[src/rtl/signadd_pkg.sv]
// signadd_pkg: shared FSM encoding and sizing helpers for the sign-magnitude adder sequencer.
package signadd_pkg;

    typedef enum logic [2:0] {
        IDLE = 3'd0,
        CONV = 3'd1,
        ADD  = 3'd2,
        PACK = 3'd3,
        DONE = 3'd4
    } state_t;

    // Bit counter must reach bitNumber, so it needs clog2(bitNumber+1) bits.
    function automatic int cnt_w(input int bn);
        return $clog2(bn + 1);
    endfunction

    // Largest representable sign-magnitude magnitude, 2^(bn-1)-1.
    function automatic int max_mag(input int bn);
        return (1 << (bn - 1)) - 1;
    endfunction

endpackage

[src/rtl/signadd_seq_ctrl_if.sv]
// signadd_seq_ctrl_if: operand/result handshake bundle.
// master (producer/consumer): drives in_valid, a_sm, b_sm, sub, out_ready.
// slave (sequencer): drives in_ready, out_valid, sum_sm, ovf, busy.
interface signadd_seq_ctrl_if #(parameter int bitNumber = 8);
    logic                 in_valid;
    logic                 in_ready;
    logic [bitNumber-1:0] a_sm;
    logic [bitNumber-1:0] b_sm;
    logic                 sub;
    logic                 out_valid;
    logic                 out_ready;
    logic [bitNumber-1:0] sum_sm;
    logic                 ovf;
    logic                 busy;

    modport master (
        output in_valid, a_sm, b_sm, sub, out_ready,
        input  in_ready, out_valid, sum_sm, ovf, busy
    );

    modport slave (
        input  in_valid, a_sm, b_sm, sub, out_ready,
        output in_ready, out_valid, sum_sm, ovf, busy
    );
endinterface

[src/rtl/sm2tc_conv.sv]
// sm2tc_conv: combinational sign-magnitude to sign-extended (bitNumber+1)-bit two's complement.
// Ports: sm (bitNumber, MSB = sign) in; tc (bitNumber+1) out. -0 maps to 0.
module sm2tc_conv #(
    parameter int bitNumber = 8
) (
    input  logic [bitNumber-1:0] sm,
    output logic [bitNumber:0]   tc
);
    logic [bitNumber:0] mag;

    assign mag = {2'b00, sm[bitNumber-2:0]};
    assign tc  = sm[bitNumber-1] ? -mag : mag;
endmodule

[src/rtl/signadd_seq_ctrl.sv]
// signadd_seq_ctrl: bit-serial sign-magnitude add/subtract sequencer, one operation in flight.
// Ports: clk1 (rising edge), rst_n (async, active-low), bus (signadd_seq_ctrl_if.slave):
//   operands a_sm/b_sm/sub accepted on in_valid&&in_ready; result sum_sm/ovf offered on
//   out_valid until out_ready; busy while not IDLE.
// Optional macro SIGNADD_SAT_EN: overflowed results saturate instead of truncating.
module signadd_seq_ctrl
    import signadd_pkg::*;
#(
    parameter int bitNumber = 8
) (
    input logic               clk1,
    input logic               rst_n,
    signadd_seq_ctrl_if.slave bus
);
    localparam int CW = cnt_w(bitNumber);
    localparam logic signed [bitNumber:0] MAX = (bitNumber + 1)'(max_mag(bitNumber));

    state_t               state_q, state_d;
    logic [bitNumber-1:0] a_sm_q, a_sm_d, b_sm_q, b_sm_d, sum_sm_q, sum_sm_d;
    logic [bitNumber:0]   a_tc_q, a_tc_d, b_tc_q, b_tc_d, acc_q, acc_d, a_tc_w, b_tc_w;
    logic [CW-1:0]        cnt_q, cnt_d;
    logic                 carry_q, carry_d, ovf_q, ovf_d;
    logic signed [bitNumber:0] s;
    logic [bitNumber-2:0] mag_lo;
    logic                 abit, bbit;

    sm2tc_conv #(.bitNumber(bitNumber)) u_conv_a (.sm(a_sm_q), .tc(a_tc_w));
    sm2tc_conv #(.bitNumber(bitNumber)) u_conv_b (.sm(b_sm_q), .tc(b_tc_w));

    always_comb begin
        state_d  = state_q;
        a_sm_d   = a_sm_q;
        b_sm_d   = b_sm_q;
        a_tc_d   = a_tc_q;
        b_tc_d   = b_tc_q;
        acc_d    = acc_q;
        cnt_d    = cnt_q;
        carry_d  = carry_q;
        sum_sm_d = sum_sm_q;
        ovf_d    = ovf_q;
        s        = acc_q;
        mag_lo   = s[bitNumber] ? (bitNumber - 1)'(-s) : s[bitNumber-2:0];
        abit     = a_tc_q[cnt_q];
        bbit     = b_tc_q[cnt_q];
        case (state_q)
            IDLE: if (bus.in_valid) begin
                a_sm_d  = bus.a_sm;
                // Subtraction is folded in by flipping B's sign at capture.
                b_sm_d  = {bus.b_sm[bitNumber-1] ^ bus.sub, bus.b_sm[bitNumber-2:0]};
                state_d = CONV;
            end
            CONV: begin
                a_tc_d  = a_tc_w;
                b_tc_d  = b_tc_w;
                carry_d = 1'b0;
                cnt_d   = '0;
                state_d = ADD;
            end
            ADD: begin
                acc_d[cnt_q] = abit ^ bbit ^ carry_q;
                carry_d      = (abit & bbit) | (carry_q & (abit ^ bbit));
                cnt_d        = cnt_q + 1'b1;
                state_d      = (cnt_q == CW'(bitNumber)) ? PACK : ADD;
            end
            PACK: begin
                ovf_d    = (s > MAX) || (s < -MAX);
`ifdef SIGNADD_SAT_EN
                sum_sm_d = !ovf_d ? {s[bitNumber], mag_lo} :
                           s[bitNumber] ? '1 : {1'b0, {(bitNumber - 1){1'b1}}};
`else
                sum_sm_d = {s[bitNumber], mag_lo};
`endif
                state_d  = DONE;
            end
            DONE:    state_d = bus.out_ready ? IDLE : DONE;
            default: state_d = IDLE;
        endcase
    end

    always_ff @(posedge clk1 or negedge rst_n) begin
        if (!rst_n) begin
            state_q  <= IDLE;
            a_sm_q   <= '0;
            b_sm_q   <= '0;
            a_tc_q   <= '0;
            b_tc_q   <= '0;
            acc_q    <= '0;
            cnt_q    <= '0;
            carry_q  <= 1'b0;
            sum_sm_q <= '0;
            ovf_q    <= 1'b0;
        end else begin
            state_q  <= state_d;
            a_sm_q   <= a_sm_d;
            b_sm_q   <= b_sm_d;
            a_tc_q   <= a_tc_d;
            b_tc_q   <= b_tc_d;
            acc_q    <= acc_d;
            cnt_q    <= cnt_d;
            carry_q  <= carry_d;
            sum_sm_q <= sum_sm_d;
            ovf_q    <= ovf_d;
        end
    end

    assign bus.in_ready  = (state_q == IDLE);
    assign bus.out_valid = (state_q == DONE);
    assign bus.busy      = (state_q != IDLE);
    assign bus.sum_sm    = sum_sm_q;
    assign bus.ovf       = ovf_q;
endmodule

[src/flat_wrapper.sv]
// flat-port wrapper written by rule: the top's interface ports become plain ports
module signadd_seq_ctrl_flat import signadd_pkg::*;
#(
    parameter int bitNumber = 8
)
  (clk1, rst_n, bus_in_valid, bus_a_sm, bus_b_sm, bus_sub, bus_out_ready, bus_in_ready, bus_out_valid, bus_sum_sm, bus_ovf, bus_busy);
  signadd_seq_ctrl_if #(.bitNumber(bitNumber)) bus_i ();
  input logic clk1;
  input logic rst_n;
  input wire logic [$bits(bus_i.in_valid)-1:0] bus_in_valid;
  input wire logic [$bits(bus_i.a_sm)-1:0] bus_a_sm;
  input wire logic [$bits(bus_i.b_sm)-1:0] bus_b_sm;
  input wire logic [$bits(bus_i.sub)-1:0] bus_sub;
  input wire logic [$bits(bus_i.out_ready)-1:0] bus_out_ready;
  output wire logic [$bits(bus_i.in_ready)-1:0] bus_in_ready;
  output wire logic [$bits(bus_i.out_valid)-1:0] bus_out_valid;
  output wire logic [$bits(bus_i.sum_sm)-1:0] bus_sum_sm;
  output wire logic [$bits(bus_i.ovf)-1:0] bus_ovf;
  output wire logic [$bits(bus_i.busy)-1:0] bus_busy;
  assign bus_i.in_valid = bus_in_valid;
  assign bus_i.a_sm = bus_a_sm;
  assign bus_i.b_sm = bus_b_sm;
  assign bus_i.sub = bus_sub;
  assign bus_i.out_ready = bus_out_ready;
  assign bus_in_ready = bus_i.in_ready;
  assign bus_out_valid = bus_i.out_valid;
  assign bus_sum_sm = bus_i.sum_sm;
  assign bus_ovf = bus_i.ovf;
  assign bus_busy = bus_i.busy;
  signadd_seq_ctrl #(.bitNumber(bitNumber)) u_core (.clk1(clk1), .rst_n(rst_n), .bus(bus_i));
endmodule
[config.mk]
export PLATFORM = sky130hd
export DESIGN_NAME = signadd_seq_ctrl_flat
export DESIGN_NICKNAME = d
export VERILOG_FILES = /design/src/rtl/signadd_pkg.sv /design/src/rtl/signadd_seq_ctrl_if.sv /design/src/rtl/sm2tc_conv.sv /design/src/rtl/signadd_seq_ctrl.sv /design/src/flat_wrapper.sv
export SDC_FILE = /design/constraint.sdc
export NUM_CORES = 1
export LEC_CHECK = 0
export ABC_AREA = 1
export ABC_CLOCK_PERIOD_IN_PS = 2780
export CORE_ASPECT_RATIO = 1.4
export CORE_MARGIN = 2
export CORE_UTILIZATION = 48
export DETAILED_ROUTE_END_ITERATION = 6
export HOLD_SLACK_MARGIN = 0.12
export PLACE_DENSITY = 0.8
export SLEW_MARGIN = 20
export SYNTH_ARGS = -nofsm -noshare
export SYNTH_HDL_FRONTEND = slang
export SYNTH_SLANG_ARGS = --single-unit
[constraint.sdc]
create_clock -name clk1 -period 2.78 [get_ports clk1]
set_clock_uncertainty 0.2 [all_clocks]
set_input_delay 0.278 -clock clk1 [delete_from_list [all_inputs] [get_ports clk1]]
set_output_delay 0.278 -clock clk1 [all_outputs]
set_load 0.005 [all_outputs]
Word-level counts from Yosys, hierarchy flattened. Index checks and enable logic that the tools add are counted. W data, S select, Z words.

Add/sub/neg operators: 4. Magnitude comparators: 4. Equality and inequality tests: 6. Muxes and demuxes: 16. Bitwise operators: 6. Reductions and logical operators: 6.

Operator list (count): $mux W9 (2); $neg A7 Y9 (2); $pmux W3 S5 (1); $bwmux W9 (1); $gt A9 B8 Y1 const B (1); $lt A9 B8 Y1 const B (1); $bmux W1 S4 (2); $pmux W4 S2 (1); $mux W7 (1); $neg A7 Y7 (1); $eq A3 B2 Y1 const B (2); $mux W3 (2); $lt A4 B5 Y1 const B (1); $add A4 B1 Y4 const B (1); $demux W1 S4 (1); $eq A4 B4 Y1 const B (1); $ge A4 B1 Y1 const B (1); $mux W1 (4); $eq A3 B1 Y1 const B (1); $eq A3 B3 Y1 const B (1); $logic_not A3 Y1 (1); $reduce_bool A3 Y1 (1); $xor A1 B1 Y1 (3); $and A1 B1 Y1 (2); other kinds (7) (7).

Register bits after elaboration: 60. Output and inout bits: 12.

Depth between registers and ports, before layout.
Depth in word-level cells: 6. Depth in mapped cells: 9.

Cells and area by module. A second synthesis with hierarchy kept.

Cells, all modules: 410. Area, all modules: 3181.8 um^2.

By module, submodules not included: signadd_seq_ctrl (times used 1, cells each 336, area an instance 2816.5 um^2, sequential area each 1501.4 um^2); sm2tc_conv (times used 2, cells each 37, area an instance 182.7 um^2, sequential area each 0.0 um^2).

Worst setup path before layout. OpenSTA, ideal clock, no wires.

Path type: register -> register. From: register u_core.cnt_q[3]. To: register u_core.acc_q[0]. Setup time: 0.132 ns. Data arrival time: 1.760 ns. Data required time: 2.448 ns. Path slack: 0.688 ns. Stages on the path, launching flop included: 7. Clock period less this slack: 2.092 ns. Path through: dfrtp_1 -> nor2_1 -> o211ai_1 -> nand3_1 -> o21ai_0 -> fa_1 -> o21ai_0.

Cells in the longest elaborated chain, start to end: 5. Elaborated cells on any way between the ends: 12.

Ends and longest elaborated chain: from (decl) (line signadd_seq_ctrl.sv:21) `logic [CW-1:0] cnt_q, cnt_d;`; from (signal assigned) (line signadd_seq_ctrl.sv:99) `cnt_q <= cnt_d;`; $lt A4 B5 Y1 (not written as such), or another cell as far along (line signadd_seq_ctrl.sv:60) `acc_d[cnt_q] = abit ^ bbit ^ carry_q;`; $logic_and A1 B1 Y1 (not written as such), or another cell as far along (line signadd_seq_ctrl.sv:60); $mux W1 (not written as such) / $xor A1 B1 Y1 (equally long branches) (line signadd_seq_ctrl.sv:60); $demux W1 S4 / $xor A1 B1 Y1 (equally long branches); $bwmux W9 (*) (line signadd_seq_ctrl.sv:60); to (signal assigned) (line signadd_seq_ctrl.sv:87) `acc_q <= '0;`; to (signal assigned) (line signadd_seq_ctrl.sv:98) `acc_q <= acc_d;`; to (decl) (line signadd_seq_ctrl.sv:20) `logic [bitNumber:0] a_tc_q, a_tc_d, b_tc_q, b_tc_d, acc_q, acc_d, a_tc_w, b_tc_w;`.

Mark *: on every way between the ends. The rest lies on a longest branch, timed or not. The select of a mux whose other input is x is not followed. A chain may end at the register's enable or synchronous reset.

Worst setup path after layout.
From: register u_core.cnt_q[0]. To: register u_core.acc_q[6].

The elaborated chain is that of the path after synthesis.

==> flow_metrics.py <==
metrics = {
    "outcome": {
        "outcome": "complete, no violations",
    },
    "place": {
        "place.gp.congestion": 0.879,
        "hpwl_um": 4500,
        "placement.io_buffers": 32,
    },
    "setup_path": {
        "worst_r2r_path_depth": 6,
        "critical_path_peak_fanout": 14,
        "timing.critical_path.buf_inv": 1,
        "critPathArrivalTime_ns": 2.53,
        "setup.worst_path.start_class": "flop",
        "cp_data_required_time_ns": 2.85,
        "timing.critical_path.cells": "inv_1 > o211ai_1 > nand2_1 > o21ai_0 > fa_1 > o21ai_0",
        "timing_worst_setup_path_type": "flop to flop",
        "critPathCaptureType": "flop",
        "cpMostUsedCell": "sky130_fd_sc_hd__o21ai_0",
        "worst_path_largest_cell_delay_ns": 0.58,
        "crit_path_top_delay_cell": "sky130_fd_sc_hd__dfrtp_1",
        "cp_num_cells": 6,
        "critical-path-top-delay-family": "compound AO/OA/AOI/OAI gates",
    },
    "timing": {
        "timing.fmax_mhz": 405,
        "grt_setup_unrepaired": "no",
        "drv_slew": 0,
        "layout_min_cycle_time_ns": 2.47,
        "layout_worst_path_cycle_share_pct": 88.7,
        "tightest_slew_ns": 0.680,
        "setup_viol_count_final": 0,
        "relSlewSlack_pct": 54.7,
        "report.final.hold_viol_count": 0,
        "setup_total_negative_slack_ns": 0,
    },
    "yosys": {
        "synth_top_family_by_area": "simple AND/OR/NAND/NOR gates",
        "compound_gate_fraction_of_synth_area_pct": 12.2,
        "gate_count_post_synth": 392,
        "post-synth-top-count-cell": "sky130_fd_sc_hd__nand2_1",
        "synth_enable_flop_cells": 0,
        "synth.cell_area_um2": 3180,
        "synth.area.top_cells": "sky130_fd_sc_hd__dfrtp_1, sky130_fd_sc_hd__nand2_1, sky130_fd_sc_hd__nand3_1",
        "synth_seq_area_share_pct": 47.3,
        "synthAdderAreaFrac_pct": 3.78,
        "synth.largest_area_cell": "sky130_fd_sc_hd__dfrtp_1",
        "yosys.cell_types.count": 34,
        "synth.yosys.warnings": 0,
        "synth_flop_cell": "sky130_fd_sc_hd__dfrtp_1",
        "synth_top_cells_by_count": "sky130_fd_sc_hd__nand2_1, sky130_fd_sc_hd__dfrtp_1, sky130_fd_sc_hd__nand3_1, sky130_fd_sc_hd__inv_1, sky130_fd_sc_hd__o21ai_0",
        "syn-mean-instance-area_um2": 8.10,
        "netlist.area_leader.share_pct": 47.3,
        "total_of_flip_flops_plus_latches_after_synthesis": 60,
        "synth_area_in_simple_gates_pct": 27.6,
        "synth_xor_area_share_pct": 1.38,
        "synth_async_sr_flop_share_pct": 100,
        "synth.mux.area_fraction_pct": 0,
        "syn_nets": 422,
    },
    "worst_hold_path": {
        "holdCritPathClass": "input pin to flop",
        "hold_path_cell_cnt": 3,
    },
    "clock_tree": {
        "cts_tree": "yes",
        "clock-sinks": 60,
        "cts_buffers": 9,
        "cts.clk_slew.worst_paths_ns": 0.07,
        "post-cts-setup-buffer-count": 0,
        "worstSkewPairLatency_ns": 0.35,
        "clock_tree.buffer_depth": 2,
        "holdBufCountCts": 1,
        "postCtsResizedCells": 0,
        "cts-root-buf": "sky130_fd_sc_hd__clkbuf_8",
        "cts.htree.levels": 3,
    },
    "layout": {
        "layout.core_utilization_pct": 57.5,
        "drive_gt1_share_pct": 10.9,
        "antenna_cells_inserted": 0,
        "final_nets": 456,
        "syn2layout_area_growth_pct": 17.5,
    },
    "power": {
        "irDropWorstVdd_v": 0.000575,
        "static-leakage-power_nw": 1.78,
        "power_density_nw_per_um2": 1150,
    },
    "detailed_routing": {
        "route.detailed.drc": 0,
        "vias": 2600,
        "initialDrtViolationCount": 146,
        "drt.antenna.violating_nets": 0,
        "vias_per_cell": 5.15,
        "routed_wire_length_per_instance_um": 12.2,
        "drtPass1Iterations": 4,
        "totalWireLength_um": 6150,
    },
    "global_routing": {
        "grt.overflow.total": 0,
        "number_of_antenna_violations_at_the_first_check_in_global_routing": 0,
        "first_global_vias": 2483,
        "wire_length_of_the_first_global_routing_pass_um": 11000,
        "globalRouteTotalUtil_pct": 19.5,
        "grt_start_max_net_pins": 33,
    },
    "floorplanning": {
        "starting_density_of_the_core_pct": 49.0,
        "design.portCount": 33,
        "floorplan.core_area_um2": 6480,
        "die_width_um": 72.7,
        "die_h_um": 100,
        "floorplan.die_area_um2": 7290,
        "floorplan.rows": 35,
    },
    "flow_run": {
        "maxCapViolations": 0,
    },
}
-- registers in the layout, summed over array words and instances (netlist names), 3 cells and up --
register and count:
u_core.b_sm_q 8, u_core.b_tc_q 9, u_core.cnt_q 4, u_core.a_sm_q 8, u_core.state_q 3, u_core.bus.sum_sm 8, u_core.a_tc_q 9, u_core.acc_q 9
-- power by group --
group,switching [mW],internal (mW)
clock network,0.361,0.436
logic,1.15,0.750
registers,0.346,1.25
-- layout by cell type, fill, tap and decap left out, types with 2 or more instances in the layout --
| cell type | n |
|---|---|
| sky130_fd_sc_hd__inv_1 | 37 |
| sky130_fd_sc_hd__nor2_1 | 28 |
| sky130_fd_sc_hd__clkbuf_8 | 10 |
| sky130_fd_sc_hd__inv_2 | 6 |
| sky130_fd_sc_hd__clkinvlp_4 | 2 |
| sky130_fd_sc_hd__o21ai_2 | 11 |
| sky130_fd_sc_hd__clkinv_2 | 2 |
| sky130_fd_sc_hd__clkdlybuf4s50_1 | 31 |
| sky130_fd_sc_hd__nand3_1 | 42 |
| sky130_fd_sc_hd__xor2_1 | 4 |
| sky130_fd_sc_hd__a21oi_1 | 3 |
| sky130_fd_sc_hd__nand2_2 | 5 |
| sky130_fd_sc_hd__o21ai_0 | 32 |
| sky130_fd_sc_hd__o22ai_1 | 3 |
| sky130_fd_sc_hd__o21ai_1 | 3 |
| sky130_fd_sc_hd__ha_1 | 8 |
| sky130_fd_sc_hd__nand2_1 | 117 |
| sky130_fd_sc_hd__dfrtp_1 | 60 |
| sky130_fd_sc_hd__o211ai_1 | 8 |
-- worst register-to-register path: cells and delay by family, from the launching register on --
kind                       cells  cell delay [ns]
AOI/OAI and AO/OA              3             0.70
adders and majority gates      1             0.58
buffers and inverters          1             0.28
DFF                            1             0.58
and+or+nand+nor                1             0.06
-- through the flow --
stage / hold WS (ns) / instances / setup slack, ns / cell area [µm²] / power [mW]
3_5_place_dp: 0.150 / 488 / 0.305 / 3520 / 3.51
6_report: 0.265 / 505 / 0.313 / 3730 / 4.30
4_1_cts: 0.259 / 505 / 0.299 / 3730 / 4.32
3_3_place_gp: 0.138 / 488 / 0.454 / 3520 / 3.42
5_1_grt: 0.286 / 505 / 0.0842 / 3730 / 4.72
2_1_floorplan: -0.218 / 392 / 0.688 / 3180 / 3.02
-- logic make-up after synthesis --
family,count (synthesis)
AND/OR/NAND/NOR,201
AO/OA/AOI/OAI,63
flip-flops,60
buffers and inverters,54
adder cells (fa/ha/maj),9
XOR/XNOR,5
-- cell type report --
type | instances | area, µm²
Clock buffer | 10 | 138
Clock inverter | 6 | 63.8
Fill cell | 611 | 2750
Inverter | 43 | 161
Multi-Input combinational cell | 278 | 1430
Sequential cell | 60 | 1500
Tap cell | 74 | 92.6
Timing Repair Buffer | 34 | 345
-- metal layers --
metal | vias up | track usage [%] | share of wire, %
met1 | 1181 | 22.7 | 41
met5 | - | 0 | 0
met2 | 66 | 32.7 | 52
met3 | 20 | 4.62 | 3.5
met4 | 0 | 10.8 | 3.4
li1 | 1333 | - | -
-- worst paths after layout --
check / slack, ns / to / from
setup reg to reg: 0.31 / u_core.acc_q[6] / u_core.cnt_q[0]
hold reg to reg: 0.27 / u_core.bus.sum_sm[1] / u_core.bus.sum_sm[1]
setup / recovery: 0.31 / u_core.acc_q[6] / u_core.cnt_q[0]
min in group asynchronous: 0.31 / u_core.bus.sum_sm[5] / rst_n
hold / removal: 0.26 / u_core.b_sm_q[2] / bus_b_sm[2]
max in group asynchronous: 1.47 / u_core.cnt_q[0] / rst_n
Power figures use the tool's default switching activity.
